--- config.mk ---
export PLATFORM = sky130hd
export DESIGN_NAME = pulse_to_level_flat
export DESIGN_NICKNAME = d
export VERILOG_FILES = /design/src/rtl/pulse_to_level_if.sv /design/src/rtl/pulse_to_level.sv /design/src/flat_wrapper.sv
export SDC_FILE = /design/constraint.sdc
export NUM_CORES = 1
export LEC_CHECK = 0
export CORE_MARGIN = 5
export CORE_UTILIZATION = 25
export DETAILED_ROUTE_END_ITERATION = 12
export SLEW_MARGIN = 20
export SYNTH_ARGS = -nofsm -noshare
export SYNTH_HDL_FRONTEND = slang
export SYNTH_SLANG_ARGS = --single-unit
--- constraint.sdc ---
create_clock -name clk -period 2.25 [get_ports clk]
set_clock_uncertainty 0.15 [all_clocks]
set_input_delay 0.3375 -clock clk [delete_from_list [all_inputs] [get_ports clk]]
set_output_delay 0.3375 -clock clk [all_outputs]
set_load 0.01 [all_outputs]
--- src/rtl/pulse_to_level_if.sv ---
// Pulse/level handshake bundle: pulse requests and hold setting in, reconstructed level and status out.
interface pulse_to_level_if #(
  parameter int HOLD_W = 8
);
  logic              p_pulse;
  logic              n_pulse;
  logic [HOLD_W-1:0] hold_cfg;
  logic              clr_err;
  logic              level_out;
  logic              busy;
  logic              pend_valid;
  logic              conflict_err;
  logic [15:0]       edge_cnt;

  modport master (
    output p_pulse, n_pulse, hold_cfg, clr_err,
    input  level_out, busy, pend_valid, conflict_err, edge_cnt
  );

  modport slave (
    input  p_pulse, n_pulse, hold_cfg, clr_err,
    output level_out, busy, pend_valid, conflict_err, edge_cnt
  );
endinterface

--- src/rtl/pulse_to_level.sv ---
// Rebuilds a level from rise/fall pulses with a minimum hold time; an opposite
// request during a hold is queued and applied once the level has lasted hold_cfg+1 cycles.
module pulse_to_level #(
  parameter int   HOLD_W     = 8,
  parameter logic INIT_LEVEL = 1'b0
) (
  input logic           clk,
  input logic           rst,
  pulse_to_level_if.slave bus
);

  typedef enum logic [1:0] {
    STEADY_LOW  = 2'd0,
    HOLD_LOW    = 2'd1,
    STEADY_HIGH = 2'd2,
    HOLD_HIGH   = 2'd3
  } state_t;

  localparam state_t RESET_STATE = INIT_LEVEL ? STEADY_HIGH : STEADY_LOW;

  state_t            state, state_nxt;
  logic [HOLD_W-1:0] cnt, cnt_nxt;
  logic              pend, pend_nxt;
  logic              level, level_nxt;
  logic              err, err_nxt;
  logic [15:0]       edges, edges_nxt;

  logic conflict, p_ok, n_ok, away, back, pend_eval;

  assign conflict = bus.p_pulse & bus.n_pulse;
  assign p_ok     = bus.p_pulse & ~bus.n_pulse;
  assign n_ok     = bus.n_pulse & ~bus.p_pulse;

  always_ff @(posedge clk) begin
    if (rst) begin
      state <= RESET_STATE;
      cnt   <= '0;
      pend  <= 1'b0;
      level <= INIT_LEVEL;
      err   <= 1'b0;
      edges <= 16'd0;
    end else begin
      state <= state_nxt;
      cnt   <= cnt_nxt;
      pend  <= pend_nxt;
      level <= level_nxt;
      err   <= err_nxt;
      edges <= edges_nxt;
    end
  end

  always_comb begin
    state_nxt = state;
    cnt_nxt   = cnt;
    pend_nxt  = pend;
    level_nxt = level;
    away      = 1'b0;
    back      = 1'b0;
    pend_eval = pend;
    case (state)
      STEADY_LOW: begin
        if (p_ok) begin
          level_nxt = 1'b1;
          cnt_nxt   = bus.hold_cfg;
          state_nxt = (bus.hold_cfg != '0) ? HOLD_HIGH : STEADY_HIGH;
        end
      end
      STEADY_HIGH: begin
        if (n_ok) begin
          level_nxt = 1'b0;
          cnt_nxt   = bus.hold_cfg;
          state_nxt = (bus.hold_cfg != '0) ? HOLD_LOW : STEADY_LOW;
        end
      end
      default: begin
        away = (state == HOLD_HIGH) ? n_ok : p_ok;
        back = (state == HOLD_HIGH) ? p_ok : n_ok;
        // This cycle's pulse updates the queue before expiry is decided.
        if (away) begin
          pend_eval = 1'b1;
        end else if (back) begin
          pend_eval = 1'b0;
        end
        // A queued flip waits one cycle longer than a plain return to steady,
        // so the level always lasts hold_cfg+1 cycles before it flips.
        if (pend_eval && (cnt == '0)) begin
          level_nxt = ~level;
          cnt_nxt   = bus.hold_cfg;
          pend_nxt  = 1'b0;
          if (bus.hold_cfg != '0) begin
            state_nxt = level ? HOLD_LOW : HOLD_HIGH;
          end else begin
            state_nxt = level ? STEADY_LOW : STEADY_HIGH;
          end
        end else if (!pend_eval && (cnt <= HOLD_W'(1))) begin
          state_nxt = level ? STEADY_HIGH : STEADY_LOW;
          cnt_nxt   = '0;
          pend_nxt  = 1'b0;
        end else begin
          cnt_nxt  = cnt - 1'b1;
          pend_nxt = pend_eval;
        end
      end
    endcase

    if (conflict) begin
      err_nxt = 1'b1;
    end else if (bus.clr_err) begin
      err_nxt = 1'b0;
    end else begin
      err_nxt = err;
    end

    edges_nxt = (level_nxt != level) ? edges + 16'd1 : edges;
  end

  always_comb begin
    bus.busy         = (state == HOLD_LOW) || (state == HOLD_HIGH);
    bus.level_out    = level;
    bus.pend_valid   = pend;
    bus.conflict_err = err;
    bus.edge_cnt     = edges;
  end

endmodule

--- src/flat_wrapper.sv ---
// flat-port wrapper written by rule: the top's interface ports become plain ports
module pulse_to_level_flat 
#(
  parameter int   HOLD_W     = 8,
  parameter logic INIT_LEVEL = 1'b0
)
  (clk, rst, bus_p_pulse, bus_n_pulse, bus_hold_cfg, bus_clr_err, bus_level_out, bus_busy, bus_pend_valid, bus_conflict_err, bus_edge_cnt);
  pulse_to_level_if #(.HOLD_W(HOLD_W)) bus_i ();
  input logic clk;
  input logic rst;
  input wire logic [$bits(bus_i.p_pulse)-1:0] bus_p_pulse;
  input wire logic [$bits(bus_i.n_pulse)-1:0] bus_n_pulse;
  input wire logic [$bits(bus_i.hold_cfg)-1:0] bus_hold_cfg;
  input wire logic [$bits(bus_i.clr_err)-1:0] bus_clr_err;
  output wire logic [$bits(bus_i.level_out)-1:0] bus_level_out;
  output wire logic [$bits(bus_i.busy)-1:0] bus_busy;
  output wire logic [$bits(bus_i.pend_valid)-1:0] bus_pend_valid;
  output wire logic [$bits(bus_i.conflict_err)-1:0] bus_conflict_err;
  output wire logic [$bits(bus_i.edge_cnt)-1:0] bus_edge_cnt;
  assign bus_i.p_pulse = bus_p_pulse;
  assign bus_i.n_pulse = bus_n_pulse;
  assign bus_i.hold_cfg = bus_hold_cfg;
  assign bus_i.clr_err = bus_clr_err;
  assign bus_level_out = bus_i.level_out;
  assign bus_busy = bus_i.busy;
  assign bus_pend_valid = bus_i.pend_valid;
  assign bus_conflict_err = bus_i.conflict_err;
  assign bus_edge_cnt = bus_i.edge_cnt;
  pulse_to_level #(.HOLD_W(HOLD_W), .INIT_LEVEL(INIT_LEVEL)) u_core (.clk(clk), .rst(rst), .bus(bus_i));
endmodule
; ---- Yosys cells after proc, flatten, opt, wreduce, memory -nomap -nowiden
; Index checks and enable logic that the tools add are counted.
[word_totals]
ff_bits = 29
in_bits = 13
out_inout_bits = 20
elab_cells = 62
[classes]
addsub = 2
magnitude_cmp = 1
eq_ne = 6
n_mux = 29
bitwise_logic = 6
reduce_logical = 12
[op_table]
columns = operator, n
row1 = 8-bit 2-to-1 mux, 4
row2 = 16-bit by 1-bit adder with 16-bit output (second input constant), 1
row3 = 2-bit 2-to-1 mux, 8
row4 = 8-bit one-hot mux with 2 select lines, 1
row5 = 1-bit 2-to-1 mux, 14
row6 = 8-bit by 1-bit less-or-equal comparator with 1-bit output (second input constant), 1
row7 = 8-bit zero test, 1
row8 = 8-bit nonzero test, 1
row9 = 8-bit by 1-bit subtractor with 8-bit output (second input constant), 1
row10 = 2-bit equality test (second input constant), 2
row11 = 2-bit by 1-bit != test with 1-bit output (second input constant), 2
row12 = 2-bit one-hot mux with 2 select lines, 1
row13 = 4-bit nonzero test, 1
row14 = 1-bit AND, 3
row15 = 1-bit inverter, 3
row16 = 3-bit AND reduction, 1
row17 = 2-bit by 1-bit equality test with 1-bit output (second input constant), 1
row18 = 1-bit logical AND, 2
row19 = 2-bit zero test, 1
row20 = 1-bit one-hot mux with 2 select lines, 1
row21 = 2-bit AND reduction, 1
row22 = 2-bit nonzero test, 1
row23 = 2-bit OR reduction, 1
row24 = 1-bit zero test, 1
row25 = 2 further kinds, 2

; ---- Logic depth before layout (Yosys ltp)
; Gate-level depths: netlist (run 1).
[depth]
ltp_word = 11
mapped_depth = 7
mapped_depth_nobuf = 6

; ---- Worst setup path before layout (run 1)
; Ideal clock, no wire load.
[synth_path]
kind = register to register
from = reg u_core.cnt[2]
to = reg u_core.edges[10] (netlist: u_core.bus.edge_cnt[10])
setup_ns = 0.121
arrival_time_ns = 1.920
t_required_ns = 1.979
slack_ns = 0.059
path_stages_with_launch = 7
n_path_buf = 1
period_less_slack_ns = 2.191
cell_sequence = dfxtp_1 nor4_2 nand3_2 o31a_1 buf_6 nor4_1 mux2_2
[synth_via]
elab_chain_len = 5
[synth_lines]
columns = element, line_no
row1 = start: declaration, pulse_to_level.sv:22  ; logic [HOLD_W-1:0] cnt, cnt_nxt;
row2 = start signal: assignment, pulse_to_level.sv:44  ; cnt <= cnt_nxt;
row3 = 8-bit zero test, pulse_to_level.sv:86  ; if (pend_eval && (cnt == '0)) begin
row4 = 1-bit logical AND, pulse_to_level.sv:86
row5 = 1-bit 2-to-1 mux, pulse_to_level.sv:86
row6 = 1-bit one-hot mux with 2 select lines, pulse_to_level.sv:60  ; case (state)
row7 = 1-bit != test, pulse_to_level.sv:114  ; edges_nxt = (level_nxt != level) ? edges + 16'd1 : edges;
row8 = end signal: assignment, pulse_to_level.sv:48  ; edges <= edges_nxt;
row9 = end: declaration, pulse_to_level.sv:26  ; logic [15:0] edges, edges_nxt;
; No other way between the ends.
; A chain may end at the register's enable or synchronous reset.

; ---- Worst setup path after layout (run 1)
[layout_path]
from = reg u_core.cnt[5]
to = reg u_core.edges[10] (netlist: u_core.bus.edge_cnt[10])
; The elaborated chain is that of the path after synthesis.

==> metrics.yaml, run 1 <==
detailed_routing:
  wl_um: 4980
  num_vias: 1847
  post_drt_wl_per_cell_um: 13.4
  drcViolationCount: 0
  ant_nets: 0
  via_per_inst: 4.95
  drt_iter0_drc: 94
  first_pass_iters: 4
sta:
  fin_setup_tns_ns: 0
  setup-violations-final: 0
  layout_worst_path_cycle_share_pct: 96.3
  maxSlewViolCount: 0
  worstMarginPinSlew_ns: 0.347
  maxSlewHeadroom_pct: 76.7
  max_freq_mhz: 462
  grt_setup_unrepaired: "yes"
  finalHoldViolations: 0
  worst_slack_ns: 0.0843
  min_period_ns: 2.17
logic_synthesis:
  synth_seq_cells: 29
  synth_edf_count: 0
  avgSynthCellArea_um2: 8.07
  synth_area_mm2: 0.00177
  syn-num-nets: 236
  yosysSeqAreaShare_pct: 32.8
  synthCells: 219
  yosysWarningCount: 0
  synth_cell_type_count: 48
  synth_ff_type: "dfxtp_1"
  synthArstFlopShare_pct: 0
clock_tree:
  clkLatencyLatePin_ns: 0.29
  cts_tree: "yes"
  clock-sinks: 29
  clock-root-buffer: "clkbuf_8"
  cts_buffers: 5
  h-tree-depth: 2
  cts.clk_slew.worst_paths_ns: 0.07
  ctsLongestPathBuffers: 2
  hold_buffers: 0
worst_setup_path:
  worst-setup-path-type: "reg2reg"
  cp-start-kind: "register"
  crit_path_end_kind: "register"
  arrival_ns: 2.19
  path_max_fanout: 22
  worstPathRequired_ns: 2.28
cells_and_area:
  fin_nets: 293
  final_common_cell: "clkdlybuf4s50_1"
  register_area_um2: 582
  multiInputGateArea_mm2: 0.00126
  nFillCells: 717
  antennaDiodeCount: 0
  layout_common_cells: "30 x clkdlybuf4s50_1, 28 x buf_4, 28 x dfxtp_1"
  syn2layout_area_growth_pct: 51.7
  drive_above_1_share_pct: 24.2
die:
  die_x_um: 94.1
  num_rows: 30
  core_mm2: 0.00683
  die_area_mm2: 0.00885
  die_h_um: 94.1
  io_pins: 33
  start_util_pct: 25.9
global_routing:
  antenna_found_initial: 0
  first_global_vias: 1697
  overflow: 0
  grt_pass1_wl_um: 8000
  grt_use_total_pct: 11.4
  grt_max_degree: 41
pwr:
  p_switching_uw: 1250
  peakVddDrop_mv: 0.635
  seqPwrFrac_pct: 23.6
  p_leak_uw: 0.000945
  intPower_uw: 1850
  swShare_pct: 40.4
  pwr-share-clk_pct: 18.5
  pwr-share-comb_pct: 57.8
  power_density_mw_per_mm2: 1160
placed_design:
  numPortBuffers: 32
  post-dp-hpwl_um: 3420
  place_worst_setup_slack_ns: -0.498
  gp_congestion: 0.845
hold_path:
  hp-class: "reg2reg"
status:
  status: "completed"
job:
  max_cap_violations: 0
==> timing repair <==
action / CTS / global route
gates cloned: 0 / 0
pin swaps: 3 / 6
endpoints found under the setup margin: 15 / 13
gates resized for setup: 12 / 16
buffers inserted: 0 / 1
==> metrics by stage <==
step                      hold WS, ns  instance area (um2)  instances  utilization [%]  power (uW)
after floorplan                 0.328                 1770        219                -        1670
after global placement          0.313                 2420        364             35.4        2340
after detailed placement        0.319                 2420        364             35.4        2360
after CTS                       0.327                 2590        372             37.9        2980
after global routing            0.359                 2680        373             39.3        3320
final                           0.319                 2680        373             39.3        3100
==> sequential cells by signal, indices dropped and copies added, names as in the netlist <==
signal and count:
u_core.bus.edge_cnt 16, u_core.bus.pend_valid 1, u_core.bus.level_out 1, u_core.cnt 8, u_core.bus.conflict_err 1, u_core.state 2
==> final cells by class <==
cell class / count / area share (%)
well taps: 96 / 4.48
flip-flops and latches: 29 / 21.7
inverters: 5 / 0.700
repair buffers: 63 / 21.9
multi-input cells: 172 / 46.9
clock buffers: 7 / 3.22
clock inverters: 1 / 1.12
==> worst max-delay path, cell delays in order, from the launching register on <==
cell and delay, ns:
dfxtp_2 0.34, nor4_4 0.26, buf_4 0.17, nand3_4 0.08
o31a_1 0.28, buf_12 0.17, nor4_4 0.28, mux2_4 0.32
==> power groups by stage <==
stage / registers, uW / clock network (uW) / logic, uW
floorplan: 762 / 0 / 905
global placement: 726 / 0 / 1620
detailed placement: 729 / 0 / 1630
CTS: 720 / 583 / 1670
global route: 752 / 609 / 1960
finish: 734 / 575 / 1800
==> layer usage <==
layer  routed length [um]  track usage (%)  up-vias
li1                     -                -      935
met1                 2310             14.0      865
met2                 2370             18.8       39
met3                  231             2.96        8
met4                   63             4.33        0
met5                    0                0        -
==> Yosys cell counts (6+ instances only) <==
cell,instances,area (um2)
nor4_1,7,43.8
nand3_1,9,45.0
o31ai_1,6,45.0
nor2_1,19,71.3
a21oi_1,15,75.1
or4_1,6,45.0
nor3_1,9,45.0
clkbuf_1,10,37.5
dfxtp_1,29,581
nand2_1,16,60.1
nand4_1,12,75.1
nor2b_1,15,93.8
==> cell families (layout without fill, tap and decap cells) <==
kind of cell,count (synthesis),after routing,synth area share [%]
mux,11,11,7.15
fa+ha+maj,4,4,2.83
compound gates,44,44,17.1
simple gates,110,110,34.3
xor+xnor,3,3,1.49
buf+inv,18,76,4.32
flops,29,29,32.8
==> final timing paths <==
| kind | from | depth (start not counted) | to | slack (ns) |
|---|---|---|---|---|
| worst min-delay path | u_core.bus.conflict_err | 2 | u_core.bus.conflict_err | 0.32 |
| worst min register to register | u_core.bus.conflict_err | 2 | u_core.bus.conflict_err | 0.32 |
| worst max register to register | u_core.cnt[5] | 7 | u_core.bus.edge_cnt[10] | 0.08 |
| worst max-delay path | u_core.cnt[5] | 7 | u_core.bus.edge_cnt[10] | 0.08 |
Power figures use the tool's default switching activity.
==> run 2: changes to the inputs <==
CORE_MARGIN = 4   (was 5)
==> run 2 against run 1 <==
Compared with the run above: total power is 7.1% lower; final area down 2.9%; utilization fell by 1.1 points; critical endpoint is now u_core.bus.edge_cnt[8]; die area down 4.2%; critical path depth fell by 1; worst hold slack got worse by 0.0036 ns; register-to-register slack is essentially flat; setup slack lost 0.0091 ns; largest power group unchanged; sequential power is 2.7% higher; via count rose by 0.27%.
==> metrics.yaml, run 2 (synthesized netlist as in run 1, its figures left out) <==
status:
  status: "completed"
cells_and_area:
  final_common_cell: "clkdlybuf4s50_1"
  drive_above_1_share_pct: 23.1  # -1.1 points
  layout_common_cells: "30 x clkdlybuf4s50_1, 29 x buf_4, 28 x dfxtp_1"
  fin_nets: 293  # unchanged
  antennaDiodeCount: 0  # unchanged
  largest_register_ff_count: 16  # unchanged
  final_area_mm2: 0.00261  # -2.9%
  finalNonFillerCells: 373  # unchanged
  syn2layout_area_growth_pct: 47.3
worst_setup_path:
  worst-setup-path-type: "reg2reg"
  reg2reg_slack_ns: 0.08  # about the same
  cp-start-kind: "register"
  reg2reg_to: "u_core.bus.edge_cnt[8]"
  crit_path_end_kind: "register"
  path_max_fanout: 22  # unchanged
  path_buf_inv: 1  # -1
  r2r.worst_path.cells: 6  # -1
  slowest_delay_ns: 0.36  # +0.02 ns
  crit_cells: 6  # -1
  critPathSlowestCell: "dfxtp_2"
  arrival_ns: 2.19  # about the same
  path_cells: "nor4_4, nand3_2, o31a_1, buf_12, nor4_2, mux2_1"
  cp_top_family: "simple AND/OR/NAND/NOR gates"
  worstPathRequired_ns: 2.27  # about the same
  r2r_start: "u_core.cnt[5]"
placed_design:
  gp_congestion: 0.808  # -4.4%
  dp_cells: 364  # unchanged
  post-dp-hpwl_um: 3530  # +3.0%
  numPortBuffers: 32  # unchanged
  placedInstanceArea_mm2: 0.00241  # -0.52%
sta:
  finalHoldViolations: 0  # unchanged
  maxSlewViolCount: 0  # unchanged
  hold_ws_ns: 0.315  # -0.00358 ns
  min_period_ns: 2.17  # +0.00907 ns
  setup-violations-final: 0  # unchanged
  layout_worst_path_cycle_share_pct: 96.7  # +0.40 points
  worstMarginPinSlew_ns: 0.331  # -0.0154 ns
  max_freq_mhz: 460  # -0.42%
  grt_setup_unrepaired: "yes"
  maxSlewHeadroom_pct: 77.7  # +1.0 points
die:
  start_util_pct: 25.9  # unchanged
  core_mm2: 0.00683  # unchanged
  die_h_um: 92.1  # -2.1%
  num_rows: 30  # unchanged
  io_pins: 33  # unchanged
  die_x_um: 92.1  # -2.1%
  die_area_mm2: 0.00848  # -4.2%
pwr:
  p_leak_uw: 0.000921  # -2.6%
  power_density_mw_per_mm2: 1110  # -4.4%
  seqPwrFrac_pct: 26.1  # +2.5 points
  intPower_uw: 1660  # -10%
  pwr-share-comb_pct: 59.3  # +1.5 points
  pwr-share-clk_pct: 14.5  # -4.0 points
  swShare_pct: 42.3  # +1.9 points
  p_switching_uw: 1220  # -2.7%
  peakVddDrop_mv: 0.531  # -16%
detailed_routing:
  first_pass_iters: 4  # unchanged
  post_drt_wl_per_cell_um: 13.3  # -0.40%
  drt_iter0_drc: 54  # -43%
  ant_nets: 0  # unchanged
  drcViolationCount: 0  # unchanged
  num_vias: 1852  # +0.27%
  dr_wl_met2_um: 2360  # -0.67%
  top_layer: "met4"
  via_per_inst: 4.97  # +0.27%
  wl_um: 4960  # -0.40%
  wl_met1_um: 2280  # -1.3%
  met3_wirelength_um: 259  # +12%
clock_tree:
  ctsLongestPathBuffers: 2  # unchanged
  clock-root-buffer: "clkbuf_8"
  hold_buffers: 0  # unchanged
  h-tree-depth: 2  # unchanged
  cts_buffers: 5  # unchanged
  clock-sinks: 29  # unchanged
  clkLatencyLatePin_ns: 0.28  # about the same
  cts_tree: "yes"
  cts.clk_slew.worst_paths_ns: 0.07  # about the same
hold_path:
  hp-class: "reg2reg"
  min_from: "u_core.bus.conflict_err"
  hold_depth: 2  # unchanged
  holdPathEnd: "u_core.bus.conflict_err"
global_routing:
  antenna_found_initial: 0  # unchanged
  overflow: 0  # unchanged
  grt_pass1_wl_um: 8240  # +3.0%
  first_global_vias: 1764  # +3.9%
  grt_use_total_pct: 11.8  # +0.42 points
  grt_max_degree: 41  # unchanged
job:
  max_cap_violations: 0  # unchanged
==> run 2: power by group through the flow <==
stage | Sequential, uW | Combinational [uW] | Clock, uW
after floorplan | 762 | 905 | 0
after global placement | 740 | 1580 | 0
after detailed placement | 742 | 1600 | 0
after CTS | 745 | 1660 | 432
after global routing | 773 | 1880 | 461
final | 754 | 1710 | 419
==> run 2: worst reg2reg max path: stages (launching register included) <==
cell     delay (ns)
dfxtp_2        0.36
nor4_4         0.34
nand3_2        0.13
o31a_1         0.29
buf_12         0.17
nor4_2         0.29
mux2_1         0.34
==> run 2: metal layers <==
layer / track usage, % / vias up
met5: 0 / -
met4: 3.84 / 0
met2: 19.5 / 39
met3: 3.45 / 6
li1: - / 935
met1: 14.6 / 872
==> run 2: area by class of cell <==
cell class              count  area [um2]
clock buffers               6        72.6
well taps                  96         120
repair buffers             63         576
inverters                   5        18.8
clock inverters             2        10.0
multi-input cells         172        1230
flip-flops and latches     29         582
fillers                   713        4230
==> run 2: worst max-delay path by stage <==
stage	from	end	slack, ns
6_report	u_core.cnt[5]	u_core.bus.edge_cnt[8]	0.08
3_5_place_dp	bus_p_pulse	u_core.bus.edge_cnt[15]	-0.46
3_3_place_gp	bus_p_pulse	u_core.bus.edge_cnt[10]	-0.40
2_1_floorplan	u_core.cnt[2]	u_core.bus.edge_cnt[10]	0.06
5_1_grt	u_core.cnt[5]	u_core.bus.edge_cnt[10]	-0.02
4_1_cts	u_core.cnt[2]	u_core.bus.edge_cnt[11]	0.02
==> run 2: repair_timing <==
action,4_1_cts,5_1_grt
resized for setup,13,9
pin swaps,1,4
endpoints found under the setup margin,15,14
setup buffers,0,1
==> run 2: per-stage QoR <==
stage,setup TNS [ns],setup slack (ns),power [uW],utilization [%]
floorplan,0,0.0588,1670,-
global placement,-7.26,-0.402,2320,35.2
detailed placement,-8.02,-0.455,2340,35.2
CTS,0,0.0226,2830,37.4
global route,-0.102,-0.0247,3110,38.1
finish,0,0.0752,2880,38.1
==> run 3: changes to the inputs <==
CORE_MARGIN = default   (was 4)
MAX_ROUTING_LAYER = met4   (was default)
==> run 3 against run 2 <==
Compared with the run above: non-clock buffer count up 7; count of clock-buffer cells in the layout up 1; sequential share of layout area down 0.63 points; critical endpoint is now u_core.bus.edge_cnt[5].
==> metrics.yaml, run 3 (synthesized netlist as in run 1, its figures left out) <==
cells_and_area:
  final_common_cell: "buf_4"
  syn2layout_area_growth_pct: 51.6
  fin_nets: 301  # +2.7%
  drive_above_1_share_pct: 25.6  # +2.5 points
  antennaDiodeCount: 0  # unchanged
  nFillCells: 704  # -1.3%
  largest_register_ff_count: 16  # unchanged
  layout_common_cells: "36 x buf_4, 30 x clkdlybuf4s50_1, 28 x dfxtp_1"
status:
  status: "completed"
pwr:
  power_uw: 3090  # +7.3%
  peakVddDrop_mv: 0.490  # -7.8%
  p_leak_uw: 0.000975  # +5.8%
  power_density_mw_per_mm2: 1150  # +4.3%
worst_setup_path:
  arrival_ns: 2.26  # +0.07 ns
  worst-setup-path-type: "in2reg"
  crit_path_end_kind: "register"
  r2r_start: "u_core.cnt[2]"
  worstPathRequired_ns: 2.33  # +0.06 ns
  cp-start-kind: "input port"
  crit_start: "bus_p_pulse"
  path_max_fanout: 9  # -59%
die:
  die_area_mm2: 0.00741  # -13%
  start_util_pct: 26.0  # +0.14 points
  die_x_um: 86.1  # -6.5%
  die_h_um: 86.1  # -6.5%
  core_mm2: 0.00679  # -0.55%
  io_pins: 33  # unchanged
  num_rows: 30  # unchanged
clock_tree:
  clock-root-buffer: "clkbuf_8"
  clock-sinks: 29  # unchanged
  cts_buffers: 5  # unchanged
  cts_tree: "yes"
  ctsLongestPathBuffers: 2  # unchanged
  hold_buffers: 0  # unchanged
  cts.clk_slew.worst_paths_ns: 0.07  # about the same
  clkLatencyLatePin_ns: 0.29  # about the same
  h-tree-depth: 2  # unchanged
global_routing:
  antenna_found_initial: 0  # unchanged
  grt_use_total_pct: 15.0  # +3.2 points
  grt_max_degree: 41  # unchanged
  first_global_vias: 1836  # +4.1%
  overflow: 0  # unchanged
  grt_pass1_wl_um: 8480  # +2.9%
job:
  max_cap_violations: 0  # unchanged
detailed_routing:
  first_pass_iters: 4  # unchanged
  drt_iter0_drc: 55  # +1.9%
  ant_nets: 0  # unchanged
  num_vias: 1908  # +3.0%
  wl_um: 5030  # +1.3%
  via_per_inst: 5.01  # +0.86%
  post_drt_wl_per_cell_um: 13.2  # -0.80%
  drcViolationCount: 0  # unchanged
placed_design:
  gp_congestion: 0.799  # -1.2%
  post-dp-hpwl_um: 3480  # -1.5%
  numPortBuffers: 32  # unchanged
sta:
  worstMarginPinSlew_ns: 0.428  # +0.0969 ns
  min_period_ns: 2.18  # +0.00421 ns
  maxSlewViolCount: 0  # unchanged
  layout_worst_path_cycle_share_pct: 96.8  # +0.19 points
  setup-violations-final: 0  # unchanged
  fin_setup_tns_ns: 0  # unchanged
  maxSlewHeadroom_pct: 71.3  # -6.4 points
  finalHoldViolations: 0  # unchanged
  grt_setup_unrepaired: "yes"
  max_freq_mhz: 459  # -0.19%
hold_path:
  min_from: "bus_n_pulse"
  hp-class: "in2reg"
-- run 3: worst paths after layout --
path,slack (ns),cells past startpoint,endpoint
setup reg to reg,0.08,7,u_core.bus.edge_cnt[5]
hold reg to reg,0.33,2,u_core.bus.conflict_err
setup / recovery,0.07,7,u_core.bus.edge_cnt[5]
hold / removal,0.20,3,u_core.bus.conflict_err
-- run 3: area by class of cell --
cell class                      count  area, um2  area share [%]
Sequential cell                    29        582            21.7
Multi-Input combinational cell    173       1230            45.8
Clock inverter                      1       30.0            1.12
Timing Repair Buffer               70        616            23.0
Tap cell                           96        120            4.48
Inverter                            5       18.8           0.700
Clock buffer                        7       86.3            3.22
-- run 3: stage by stage --
stage / utilization, % / setup slack [ns] / instances / hold slack [ns] / instance area (um2)
2_1_floorplan: - / 0.0588 / 219 / 0.328 / 1770
3_3_place_gp: 35.9 / -0.517 / 370 / 0.310 / 2440
3_5_place_dp: 35.9 / -0.562 / 370 / 0.327 / 2440
4_1_cts: 38.6 / -0.00126 / 380 / 0.335 / 2620
5_1_grt: 39.4 / -0.00137 / 381 / 0.215 / 2680
6_report: 39.4 / 0.0710 / 381 / 0.203 / 2680
-- run 3: worst max-delay path: stages --
cell,delay (ns)
dlygate4sd2_1,0.28
nor2b_4,0.15
mux2_4,0.30
o31a_4,0.40
buf_6,0.14
or4_4,0.51
a21oi_2,0.14
-- run 3: routing by layer --
| metal | share of wire (%) | track usage, % |
|---|---|---|
| met1 | 46 | 18.2 |
| met2 | 48 | 24.2 |
| met3 | 5.7 | 3.85 |
| met4 | 1.0 | 5.00 |
| met5 | 0 | - |
-- run 3: report_power, final --
group | internal [uW] | switching [uW] | leakage, uW | total (uW)
combinational | 872 | 920 | 0.000679 | 1790
clock | 361 | 215 | 0.0000585 | 576
sequential | 629 | 98.2 | 0.000237 | 728
-- run 3: timing repair --
| action | 4_1_cts | 5_1_grt |
|---|---|---|
| resized for setup | 13 | 12 |
| setup buffers | 1 | 1 |
| cloned | 1 | 0 |
| setup endpoints to repair | 16 | 18 |
| pin swaps | 6 | 4 |
